===== config.mk =====
export PLATFORM = sky130hd
export DESIGN_NAME = myo_spi_responder_flat
export DESIGN_NICKNAME = d
export VERILOG_FILES = /design/src/rtl/myo_spi_responder_if.sv /design/src/rtl/myo_spi_responder.sv /design/src/flat_wrapper.sv
export SDC_FILE = /design/constraint.sdc
export NUM_CORES = 1
export LEC_CHECK = 0
export CORE_UTILIZATION = 45
export DETAILED_ROUTE_END_ITERATION = 10
export HOLD_SLACK_MARGIN = 0.12
export PLACE_DENSITY = 0.71
export SYNTH_ARGS = -nofsm -noshare
export SYNTH_HDL_FRONTEND = slang
export SYNTH_SLANG_ARGS = --single-unit

===== constraint.sdc =====
create_clock -name i_clk -period 21.4 [get_ports i_clk]
set_clock_uncertainty 0.15 [all_clocks]
set_input_delay 4.28 -clock i_clk [delete_from_list [all_inputs] [get_ports i_clk]]
set_output_delay 4.28 -clock i_clk [all_outputs]
set_load 0.02 [all_outputs]

===== src/rtl/myo_spi_responder_if.sv =====
// Pin and fabric-side bundle of the myocontrol SPI responder.
// The slave modport is the responder; the master modport is the SPI master plus fabric logic.
interface myo_spi_responder_if #(
    parameter int WORDS = 12
);
    logic                  sck;
    logic                  mosi;
    logic                  ss_n;
    logic                  miso;
    logic                  miso_oe;
    logic [WORDS*16-1:0]   tx_frame;
    logic                  tx_ack;
    logic [15:0]           rx_word;
    logic [4:0]            rx_index;
    logic                  rx_valid;
    logic                  frame_done;
    logic                  frame_error;
    logic                  busy;

    modport slave (
        input  sck, mosi, ss_n, tx_frame,
        output miso, miso_oe, tx_ack, rx_word, rx_index, rx_valid, frame_done, frame_error, busy
    );

    modport master (
        output sck, mosi, ss_n, tx_frame,
        input  miso, miso_oe, tx_ack, rx_word, rx_index, rx_valid, frame_done, frame_error, busy
    );
endinterface


===== src/rtl/myo_spi_responder.sv =====
// SPI mode-0 slave emulating a muscle board: RX words one cycle after the 16th sck rise is seen, no backpressure.
// TX frame captured at ss_n fall; MYO_SPI_CHECKSUM_EN makes the last word a checksum on both directions.
module myo_spi_responder #(
    parameter int WORDS = 12,
    parameter int SYNC  = 2
) (
    input  logic               i_clk,
    input  logic               i_rst,
    myo_spi_responder_if.slave spi
);
    localparam logic [5:0] LP_WORDS = 6'(WORDS);
    localparam logic [5:0] LP_LAST  = 6'(WORDS - 1);

    typedef enum logic [1:0] {ST_WAIT_IDLE, ST_IDLE, ST_SHIFT} state_t;

    state_t          r_state, w_state_nxt;
    logic [SYNC-1:0] r_sck_s, r_mosi_s, r_ss_s;
    logic            r_sck_d, r_ss_d;
    logic            w_sck, w_mosi, w_ss;
    logic            w_start, w_end, w_rise_act, w_fall_act;
    logic [15:0]     r_tx_mem [WORDS];
    logic [15:0]     w_cur_word, w_rx_next;
    logic            w_tx_bit;
    logic [15:0]     r_rx_shift;
    logic [3:0]      r_bit_cnt;
    logic [5:0]      r_word_cnt;
    logic            r_miso, r_miso_oe, r_busy, r_tx_ack;
    logic [15:0]     r_rx_word;
    logic [4:0]      r_rx_index;
    logic            r_rx_valid, r_frame_done, r_frame_error;
    logic            r_cks_bad;
`ifdef MYO_SPI_CHECKSUM_EN
    logic [15:0]     w_tx_sum, r_rx_sum;
`endif

    assign w_sck  = r_sck_s[SYNC-1];
    assign w_mosi = r_mosi_s[SYNC-1];
    assign w_ss   = r_ss_s[SYNC-1];

    always_ff @(posedge i_clk or posedge i_rst) begin
        if (i_rst) begin
            r_sck_s  <= '0;
            r_mosi_s <= '0;
            r_ss_s   <= '0;
            r_sck_d  <= 1'b0;
            r_ss_d   <= 1'b0;
        end else begin
            r_sck_s  <= {r_sck_s[SYNC-2:0], spi.sck};
            r_mosi_s <= {r_mosi_s[SYNC-2:0], spi.mosi};
            r_ss_s   <= {r_ss_s[SYNC-2:0], spi.ss_n};
            r_sck_d  <= w_sck;
            r_ss_d   <= w_ss;
        end
    end

    always_ff @(posedge i_clk or posedge i_rst) begin
        if (i_rst) r_state <= ST_WAIT_IDLE;
        else       r_state <= w_state_nxt;
    end

    // ss_n rise takes priority over any sck edge seen in the same cycle
    always_comb begin
        w_state_nxt = r_state;
        w_start     = 1'b0;
        w_end       = 1'b0;
        w_rise_act  = 1'b0;
        w_fall_act  = 1'b0;
        case (r_state)
            ST_WAIT_IDLE: if (w_ss) w_state_nxt = ST_IDLE;
            ST_IDLE: if (!w_ss && r_ss_d) begin
                w_state_nxt = ST_SHIFT;
                w_start     = 1'b1;
            end
            ST_SHIFT: begin
                if (w_ss && !r_ss_d) begin
                    w_state_nxt = ST_IDLE;
                    w_end       = 1'b1;
                end else begin
                    w_rise_act = w_sck && !r_sck_d;
                    w_fall_act = !w_sck && r_sck_d;
                end
            end
            default: w_state_nxt = ST_WAIT_IDLE;
        endcase
    end

    // Out-of-range word counts select zero, which holds miso low past the frame
    always_comb begin
        w_cur_word = '0;
        for (int k = 0; k < WORDS; k++)
            if (r_word_cnt == 6'(k)) w_cur_word = r_tx_mem[k];
    end

    assign w_tx_bit  = w_cur_word[4'd15 - r_bit_cnt];
    assign w_rx_next = {r_rx_shift[14:0], w_mosi};

`ifdef MYO_SPI_CHECKSUM_EN
    always_comb begin
        w_tx_sum = '0;
        for (int k = 0; k < WORDS - 1; k++) w_tx_sum = w_tx_sum + spi.tx_frame[16*k +: 16];
    end
`endif

    always_ff @(posedge i_clk or posedge i_rst) begin
        if (i_rst) begin
            for (int k = 0; k < WORDS; k++) r_tx_mem[k] <= '0;
            r_rx_shift    <= '0;
            r_bit_cnt     <= '0;
            r_word_cnt    <= '0;
            r_miso        <= 1'b0;
            r_miso_oe     <= 1'b0;
            r_busy        <= 1'b0;
            r_tx_ack      <= 1'b0;
            r_rx_word     <= '0;
            r_rx_index    <= '0;
            r_rx_valid    <= 1'b0;
            r_frame_done  <= 1'b0;
            r_frame_error <= 1'b0;
            r_cks_bad     <= 1'b0;
`ifdef MYO_SPI_CHECKSUM_EN
            r_rx_sum      <= '0;
`endif
        end else begin
            r_tx_ack      <= 1'b0;
            r_rx_valid    <= 1'b0;
            r_frame_done  <= 1'b0;
            r_frame_error <= 1'b0;
            if (w_start) begin
                for (int k = 0; k < WORDS; k++) r_tx_mem[k] <= spi.tx_frame[16*k +: 16];
`ifdef MYO_SPI_CHECKSUM_EN
                r_tx_mem[WORDS-1] <= w_tx_sum;
                r_rx_sum          <= '0;
`endif
                r_tx_ack   <= 1'b1;
                r_bit_cnt  <= '0;
                r_word_cnt <= '0;
                r_cks_bad  <= 1'b0;
                r_miso     <= spi.tx_frame[15];
                r_miso_oe  <= 1'b1;
                r_busy     <= 1'b1;
            end
            if (w_rise_act) begin
                r_rx_shift <= w_rx_next;
                if (r_bit_cnt == 4'd15) begin
                    r_bit_cnt <= '0;
                    if (r_word_cnt < LP_WORDS) begin
                        r_rx_word  <= w_rx_next;
                        r_rx_index <= r_word_cnt[4:0];
                        r_rx_valid <= 1'b1;
                    end
`ifdef MYO_SPI_CHECKSUM_EN
                    if (r_word_cnt < LP_LAST)
                        r_rx_sum <= r_rx_sum + w_rx_next;
                    else if (r_word_cnt == LP_LAST)
                        r_cks_bad <= (w_rx_next != r_rx_sum);
`endif
                    if (r_word_cnt != 6'd63) r_word_cnt <= r_word_cnt + 6'd1;
                end else begin
                    r_bit_cnt <= r_bit_cnt + 4'd1;
                end
            end
            if (w_fall_act) r_miso <= w_tx_bit;
            if (w_end) begin
                r_frame_done  <= 1'b1;
                r_frame_error <= (r_bit_cnt != 4'd0) || (r_word_cnt != LP_WORDS) || r_cks_bad;
                r_miso        <= 1'b0;
                r_miso_oe     <= 1'b0;
                r_busy        <= 1'b0;
            end
        end
    end

    assign spi.miso        = r_miso;
    assign spi.miso_oe     = r_miso_oe;
    assign spi.busy        = r_busy;
    assign spi.tx_ack      = r_tx_ack;
    assign spi.rx_word     = r_rx_word;
    assign spi.rx_index    = r_rx_index;
    assign spi.rx_valid    = r_rx_valid;
    assign spi.frame_done  = r_frame_done;
    assign spi.frame_error = r_frame_error;
endmodule

===== src/flat_wrapper.sv =====
// flat-port wrapper written by rule: the top's interface ports become plain ports
module myo_spi_responder_flat 
#(
    parameter int WORDS = 12,
    parameter int SYNC  = 2
)
  (i_clk, i_rst, spi_sck, spi_mosi, spi_ss_n, spi_tx_frame, spi_miso, spi_miso_oe, spi_tx_ack, spi_rx_word, spi_rx_index, spi_rx_valid, spi_frame_done, spi_frame_error, spi_busy);
  myo_spi_responder_if #(.WORDS(WORDS)) spi_i ();
  input  logic i_clk;
  input  logic i_rst;
  input wire logic [$bits(spi_i.sck)-1:0] spi_sck;
  input wire logic [$bits(spi_i.mosi)-1:0] spi_mosi;
  input wire logic [$bits(spi_i.ss_n)-1:0] spi_ss_n;
  input wire logic [$bits(spi_i.tx_frame)-1:0] spi_tx_frame;
  output wire logic [$bits(spi_i.miso)-1:0] spi_miso;
  output wire logic [$bits(spi_i.miso_oe)-1:0] spi_miso_oe;
  output wire logic [$bits(spi_i.tx_ack)-1:0] spi_tx_ack;
  output wire logic [$bits(spi_i.rx_word)-1:0] spi_rx_word;
  output wire logic [$bits(spi_i.rx_index)-1:0] spi_rx_index;
  output wire logic [$bits(spi_i.rx_valid)-1:0] spi_rx_valid;
  output wire logic [$bits(spi_i.frame_done)-1:0] spi_frame_done;
  output wire logic [$bits(spi_i.frame_error)-1:0] spi_frame_error;
  output wire logic [$bits(spi_i.busy)-1:0] spi_busy;
  assign spi_i.sck = spi_sck;
  assign spi_i.mosi = spi_mosi;
  assign spi_i.ss_n = spi_ss_n;
  assign spi_i.tx_frame = spi_tx_frame;
  assign spi_miso = spi_i.miso;
  assign spi_miso_oe = spi_i.miso_oe;
  assign spi_tx_ack = spi_i.tx_ack;
  assign spi_rx_word = spi_i.rx_word;
  assign spi_rx_index = spi_i.rx_index;
  assign spi_rx_valid = spi_i.rx_valid;
  assign spi_frame_done = spi_i.frame_done;
  assign spi_frame_error = spi_i.frame_error;
  assign spi_busy = spi_i.busy;
  myo_spi_responder #(.WORDS(WORDS), .SYNC(SYNC)) u_core (.i_clk(i_clk), .i_rst(i_rst), .spi(spi_i));
endmodule

==> impl_metrics.ini, run 1 <==
[yosys]
synth_top_area_share_pct = 54.1
avgSynthCellArea_um2 = 8.39
synthAdderAreaFrac_pct = 0.639
synth-simple-area-share_pct = 27.6
synth.area.top_cells = dfrtp_1 54%, nand2_1 22%, a21oi_1 2.0%
ys_seq_area_share_pct = 54.1
syn-num-nets = 1603
synth-seq-cells = 254
synth_ff_type = dfrtp_1
synth_cells = 1400
synth_commonest_cells = 685 x nand2_1, 254 x dfrtp_1, 58 x clkbuf_1
synth_edf_count = 0
synth_area_um2 = 11800
synthXorXnorAreaFrac_pct = 0.0745
synth_area_leader_cell = dfrtp_1
synth_top_family_by_area = simple AND/OR/NAND/NOR gates
netlist-cell-type-count = 70
yosysMostFrequentCell = nand2_1
synthArstFlopShare_pct = 100
synth-compound-area-share_pct = 11.9
muxShareOfSynthArea_pct = 1.99
ys_warn_count = 0

[sta]
max-slew-margin-rel_pct = 29.5
fmax_mhz = 166
timing.final.max_slew_violations = 0
fin_ws_ns = 15.36
rsz0062_at_grt = false
worst_slew_pin_slew_ns = 1.06
fin_tns_setup_ns = 0
hold_viol_final = 0
period_needed_ns = 6.04
post-route-period-util_pct = 28.2
setup_viol = 0

[final_layout]
final_core_util_pct = 59.0
layout-area-overhead-vs-synth_pct = 27.6
nets = 1779
num_antenna_cells = 0
final_area_um2 = 15000
final_layout_size_suffix_gt1_share_pct = 5.27
fillerInstances = 2286

[setup_path]
endpoint_kind = asynchronous set/reset pin
arrival_ns = 6.39
worst_ep_required_time_ns = 21.75
cp-start-kind = primary input
criticalPathCategory = primary input to asynchronous set/reset pin
path_max_fanout = 117

[clock_tree]
cts_setup_buffers = 0
clk_pin_slew_worst_paths_ns = 0.06
cts_resized = 0
insertion_delay_ns = 0.53
ctsHoldBuffers = 0
cts_tree = done
cts_root_buf = clkbuf_16
cts_buffers = 27
clock-sinks = 254
clockBufferDepth = 3
htreeDepth = 1

[worst_hold_path]
min_path_type = register to register

[placement]
dpl-instance-area_um2 = 14100
dpl.hpwl_um = 24700
dp_worst_setup_slack_ns = 14.74
port_buffers = 224
gp_congestion = 0.935

[floorplanning]
die_area_um2 = 26800
start_util_pct = 46.3
core_area_um2 = 25400
num_rows = 58
die_w_um = 164
ioPinCount = 225
dieHeight_um = 164

[status]
outcome = complete, no violations

[global_route]
grt_overflow = 0
grt_pass1_vias = 9916
grt_use_total_pct = 26.4
grt_max_degree = 118
grt_antenna_before_repair = 0
grt_pass1_wl_um = 54300

[detailed_routing]
vias = 10500
drt-initial-drc-count = 1381
drc = 0
ant_nets = 0
via_per_inst = 5.48
drt_first_pass_iters = 6
wl_per_cell_um = 18.2
totalWireLength_um = 34900

[power_and_ir_drop]
p_leak_nw = 7.13
powerDensity_nw_per_um2 = 92.1
peakVddDrop_uv = 56.8

[run]
max_cap_viol_count = 0
[flip-flops by register name (all words and copies together) (netlist names), 4 cells and up]
| name | count |
|---|---|
| u_core.r_tx_mem | 192 |
| u_core.spi.rx_word | 16 |
| u_core.r_rx_shift | 15 |
| u_core.r_word_cnt | 6 |
| u_core.spi.rx_index | 5 |
| u_core.r_bit_cnt | 4 |
[power breakdown]
part | internal (mW) | total, mW | switching (mW)
registers | 0.604 | 0.686 | 0.0820
logic | 0.106 | 0.239 | 0.133
clock network | 0.271 | 0.456 | 0.185
[layout by cell type, fill, tap and decap left out, types with 5 or more instances in the layout]
master	instances
a211oi_1	7
a21oi_1	48
a221oi_1	10
a22oi_1	10
a31oi_1	9
and2_1	6
buf_4	11
clkbuf_1	5
clkbuf_16	27
clkbuf_8	5
clkdlybuf4s50_1	224
clkinv_2	6
dfrtp_1	254
ha_1	5
inv_1	9
mux2_1	5
mux2_2	14
nand2_1	685
nand3_1	13
nand4_1	5
nor2_1	49
nor2b_1	5
nor3_1	14
o2111ai_1	7
o211ai_1	6
o21ai_0	47
o21ai_1	7
o22ai_1	11
o31ai_1	7
[metrics by stage]
| step | cells | power [mW] | hold WS (ns) |
|---|---|---|---|
| 4_1_cts | 1923 | 1.38 | 0.200 |
| 2_1_floorplan | 1400 | 0.814 | 0.181 |
| 5_1_grt | 1923 | 1.45 | 0.204 |
| 3_3_place_gp | 1877 | 0.917 | 0.185 |
| 6_report | 1923 | 1.38 | 0.198 |
| 3_5_place_dp | 1877 | 0.927 | 0.186 |
[logic make-up (layout without fill, tap and decap cells)]
| logic type | count (synthesis) | count (layout) |
|---|---|---|
| fa+ha+maj | 6 | 6 |
| simple gates | 806 | 806 |
| flops | 254 | 254 |
| mux | 21 | 21 |
| compound gates | 211 | 211 |
| xor+xnor | 1 | 1 |
| buf+inv | 101 | 294 |
[cell type report]
cell class / instances / area [um2] / area share [%]
Sequential cell: 254 / 6360 / 42.4
Multi-Input combinational cell: 1045 / 4980 / 33.2
Inverter: 13 / 61.3 / 0.409
Timing Repair Buffer: 235 / 2320 / 15.5
Tap cell: 330 / 413 / 2.75
Clock buffer: 37 / 763 / 5.09
Clock inverter: 9 / 97.6 / 0.651
[worst max-delay path, stage by stage]
cell	delay [ns]
clkdlybuf4s50_1	0.49
inv_8	0.58
buf_4	0.90
[worst paths after layout]
kind | from | cells after the start | to | slack, ns
max in group i_clk | u_core.spi.miso | 1 | spi_miso | 15.41
worst min register to register | u_core.r_ss_s[0] | 0 | u_core.r_ss_s[1] | 0.20
worst min-delay path | u_core.r_ss_s[0] | 0 | u_core.r_ss_s[1] | 0.20
worst max register to register | u_core.r_word_cnt[0] | 10 | u_core.spi.miso | 17.52
worst max-delay path | i_rst | 3 | u_core.r_tx_mem[167] | 15.36
min in group asynchronous | i_rst | 2 | u_core.r_tx_mem[172] | 4.17
[per-layer routing]
metal / vias to the layer above / share of wire (%) / global-route usage [%] / wire length (um)
met2: 461 / 45 / 39.8 / 15500
met5: - / 0 / 0 / 0
met4: 0 / 3.3 / 8.75 / 1150
li1: 4973 / - / - / -
met1: 5030 / 45 / 38.6 / 15700
met3: 71 / 7.3 / 4.11 / 2550
(Power assumes the default switching activity.)
==> run 2, diff against run 1 <==
PLACE_DENSITY = 0.73   (was 0.71)
clock period = 5.2 ns   (was 21.4 ns; I/O delays follow)
==> impl_metrics.ini, run 2 (synthesized netlist as in run 1, its figures left out) <==
[sta]
period_needed_ns = 3.57
max-slew-margin-rel_pct = 35.9
hold_viol_final = 0
timing.final.max_slew_violations = 0
fmax_mhz = 280
worst_slew_pin_slew_ns = 0.961
fin_ws_ns = 1.63
post-route-period-util_pct = 68.7
rsz0062_at_grt = false
fin_tns_setup_ns = 0
setup_viol = 0

[setup_path]
arrival_ns = 3.88
cp_top_family = simple AND/OR/NAND/NOR gates
path_max_fanout = 19
endpoint_kind = register
rr_worst_depth = 8
criticalPathCategory = register to register
reg2reg_slack_ns = 1.63
worst_ep_required_time_ns = 5.51
r2r_start = u_core.r_word_cnt[2]
cp_num_buf_inv = 0
cp-start-kind = register
max_stage_delay_ns = 0.74
r2r_end = u_core.spi.miso
slowest_stage = or4b_1
crit_path_cell_trace = or4b_1, nor2_1, a22oi_1, o21ai_0, a21oi_1, a211oi_2, a311oi_2, a22oi_2

[final_layout]
num_antenna_cells = 0
layout_common_cells = 685 x nand2_1, 254 x dfrtp_1, 224 x clkdlybuf4s50_1
layout-area-overhead-vs-synth_pct = 27.9
final_common_cell = nand2_1
fillerInstances = 2267
final_core_util_pct = 59.2
final_layout_size_suffix_gt1_share_pct = 5.63
final_area_um2 = 15000
nets = 1782
regMostFlops = u_core.r_tx_mem
largest_reg_flops = 192

[global_route]
grt_overflow = 0
grt_pass1_vias = 10200
grt_use_total_pct = 27.7
grt_pass1_wl_um = 56800
grt_max_degree = 133
grt_antenna_before_repair = 0

[clock_tree]
cts_tree = done
htreeDepth = 1
cts_setup_buffers = 0
clk_pin_slew_worst_paths_ns = 0.07
cts_resized = 0
cts_root_buf = clkbuf_16
clockBufferDepth = 3
clock-sinks = 254
ctsHoldBuffers = 0
cts_buffers = 26
insertion_delay_ns = 0.53

[power_and_ir_drop]
powerDensity_nw_per_um2 = 383
p_comb_share_pct = 16.9
intPower_mw = 4.01
swShare_pct = 30.5
p_seq_share_pct = 50.6
p_leak_nw = 7.15
power.switching_mw = 1.76
clkPwrFrac_pct = 32.4
peakVddDrop_uv = 245

[detailed_routing]
ant_nets = 0
totalWireLength_um = 36500
via_per_inst = 5.47
drt-initial-drc-count = 1161
vias = 10600
drt_first_pass_iters = 6
drc = 0
wl_per_cell_um = 18.9

[worst_hold_path]
hp-start = u_core.r_sck_s[0]
min_path_type = register to register
whs_endpoint = u_core.r_sck_s[1]
whs_path_depth = 0

[run]
max_cap_viol_count = 0

[floorplanning]
die_area_um2 = 26800
num_rows = 58
ioPinCount = 225
start_util_pct = 46.3
dieHeight_um = 164
core_area_um2 = 25400
die_w_um = 164

[placement]
gp_congestion = 0.932
dpl-instance-area_um2 = 14200
port_buffers = 224
dp_worst_setup_slack_ns = 1.69
dpl.hpwl_um = 26600

[status]
outcome = complete, no violations
run 2: worst max-delay path by stage:
stage,start,to,depth (start not counted)
CTS,u_core.r_word_cnt[0],u_core.spi.miso,9
floorplan,i_rst,u_core.r_bit_cnt[0],1
global route,u_core.r_word_cnt[0],u_core.spi.miso,9
finish,u_core.r_word_cnt[2],u_core.spi.miso,8
global placement,u_core.r_word_cnt[2],u_core.spi.miso,8
detailed placement,u_core.r_word_cnt[0],u_core.spi.miso,9
run 2: power groups by stage:
stage                     Sequential, mW  Combinational (mW)  Clock, mW
after global routing                2.96                1.11       1.97
after CTS                           2.90               0.982       1.88
after floorplan                     2.73               0.623          0
after global placement              2.93               0.929          0
final                               2.92               0.974       1.87
after detailed placement            2.93               0.968          0
run 2: final cells by class:
cell class	instances	area [um2]	share of cell area, %
multi-input combinational	1045	4980	33.1
timing repair buffer	239	2370	15.7
tap	330	413	2.75
sequential	254	6360	42.3
inverter	13	57.6	0.383
clock buffer	37	773	5.14
clock inverter	11	88.8	0.591
run 2: layer usage:
metal	GRT usage (%)	share of wire, %	up-vias
met3	3.91	6.9	71
met2	43.7	46	440
met5	0	0	-
li1	-	-	4983
met4	7.03	2.7	0
met1	40.1	45	5058
run 2: per-stage QoR:
stage	hold slack [ns]	power (mW)	cells
2_1_floorplan	0.181	3.35	1400
3_3_place_gp	0.183	3.86	1881
3_5_place_dp	0.192	3.89	1881
4_1_cts	0.205	5.77	1929
5_1_grt	0.217	6.03	1929
6_report	0.202	5.76	1929
==> run 3, diff against run 2 <==
clock period = 3.1 ns   (was 5.2 ns; I/O delays follow)
==> impl_metrics.ini, run 3 (synthesized netlist as in run 1, its figures left out) <==
[placement]
dp_worst_setup_slack_ns = 0.0540
dpl.hpwl_um = 27200
dpl-instance-area_um2 = 14600
port_buffers = 224
gp_congestion = 0.906

[sta]
setup_viol = 0
hold_viol_final = 0
fmax_mhz = 334
rsz0062_at_grt = false
max-slew-margin-rel_pct = 32.4
hold_slack_ns = 0.198
worst_slew_pin_slew_ns = 1.01
period_needed_ns = 2.99
timing.final.max_slew_violations = 0
fin_ws_ns = 0.108
post-route-period-util_pct = 96.5

[setup_path]
crit_path_cell_trace = inv_1, ha_1, or3b_1, or3_1, buf_4, a211oi_2, nor3_1, o41a_1, a22oi_2
max_stage_delay_ns = 0.46
cp-start-kind = register
criticalPathCategory = register to register
path_max_fanout = 12
endpoint_kind = register
worst_ep_required_time_ns = 3.41
arrival_ns = 3.30
slowest_stage = o41a_1
cp_num_buf_inv = 2
cp_top_family = simple AND/OR/NAND/NOR gates

[status]
outcome = complete, no violations

[final_layout]
largest_reg_flops = 192
layout-area-overhead-vs-synth_pct = 32.5
nets = 1827
final_layout_size_suffix_gt1_share_pct = 8.76
seq_area_um2 = 6360
final_common_cell = nand2_1
num_antenna_cells = 0
multi_input_area_um2 = 5010
fillerInstances = 2232
layout_common_cells = 685 x nand2_1, 254 x dfrtp_1, 224 x clkdlybuf4s50_1
final_area_um2 = 15600
regMostFlops = u_core.r_tx_mem
final_core_util_pct = 61.3

[power_and_ir_drop]
peakVddDrop_uv = 471
p_leak_nw = 7.43
powerDensity_nw_per_um2 = 641
power_mw = 9.99

[global_route]
grt_pass1_wl_um = 57100
grt_antenna_before_repair = 0
grt_use_total_pct = 28.0
grt_pass1_vias = 10300
grt_max_degree = 198
grt_overflow = 0

[clock_tree]
ctsHoldBuffers = 0
insertion_delay_ns = 0.53
cts_tree = done
clock-sinks = 254
clk_pin_slew_worst_paths_ns = 0.07
cts_buffers = 26
cts_root_buf = clkbuf_16
htreeDepth = 1
clockBufferDepth = 3

[detailed_routing]
via_per_inst = 5.35
ant_nets = 0
drc = 0
wl_per_cell_um = 18.6
drt-initial-drc-count = 900
totalWireLength_um = 36700
vias = 10600
drt_first_pass_iters = 5

[floorplanning]
start_util_pct = 46.3
die_w_um = 164
core_area_um2 = 25400
dieHeight_um = 164
num_rows = 58
ioPinCount = 225
die_area_um2 = 26800

[run]
max_cap_viol_count = 0

[worst_hold_path]
min_path_type = register to register
## run 3: timing repair
| item | CTS | global route |
|---|---|---|
| gates resized for setup | 0 | 11 |
| hold endpoints to repair | 0 | 0 |
| endpoints found under the setup margin | 0 | 1 |
| setup buffers | 0 | 3 |
## run 3: metal layers
layer	global-route usage, %	wire (um)	part of all wire (%)	vias to the layer above
li1	-	-	-	5069
met1	40.1	16400	45	5065
met2	44.7	17200	47	373
met3	4.52	2280	6.2	57
met4	6.31	831	2.3	0
met5	0	0	0	-
## run 3: final cells by class
cell class / count / area share [%]
multi-input cells: 1045 / 32.2
flip-flops and latches: 254 / 40.8
clock buffers: 32 / 4.59
repair buffers: 284 / 17.9
inverters: 13 / 0.370
clock inverters: 15 / 1.52
well taps: 330 / 2.65
## run 3: power by group
part           leakage (nW)  total, mW  switching (mW)  internal [mW]
registers              3.20       4.87           0.703           4.17
clock network         0.460       3.44            1.31           2.13
logic                  3.78       1.67           0.910          0.762
## run 3: final timing paths
check / startpoint / to / slack, ns / cells past startpoint
max reg2reg: u_core.r_word_cnt[0] / u_core.spi.miso / 0.11 / 9
min in group asynchronous: i_rst / u_core.r_tx_mem[185] / 0.30 / 2
min: u_core.r_sck_s[0] / u_core.r_sck_s[1] / 0.20 / 0
min reg2reg: u_core.r_sck_s[0] / u_core.r_sck_s[1] / 0.20 / 0
max: u_core.r_word_cnt[0] / u_core.spi.miso / 0.11 / 9
max in group asynchronous: i_rst / u_core.r_tx_mem[56] / 1.65 / 3
## run 3: per-stage QoR
stage | TNS [ns] | std cells
6_report | 0 | 1973
5_1_grt | 0 | 1973
4_1_cts | 0 | 1970
3_5_place_dp | 0 | 1923
3_3_place_gp | 0 | 1923
2_1_floorplan | -257.47 | 1400
## run 3: worst reg2reg max path, stage by stage, from the launching register on
cell and delay [ns]:
dfrtp_1 0.38, inv_1 0.09, ha_1 0.25, or3b_1 0.41, or3_1 0.41, buf_4 0.21, a211oi_2 0.26, nor3_1 0.14
o41a_1 0.46, a22oi_2 0.16
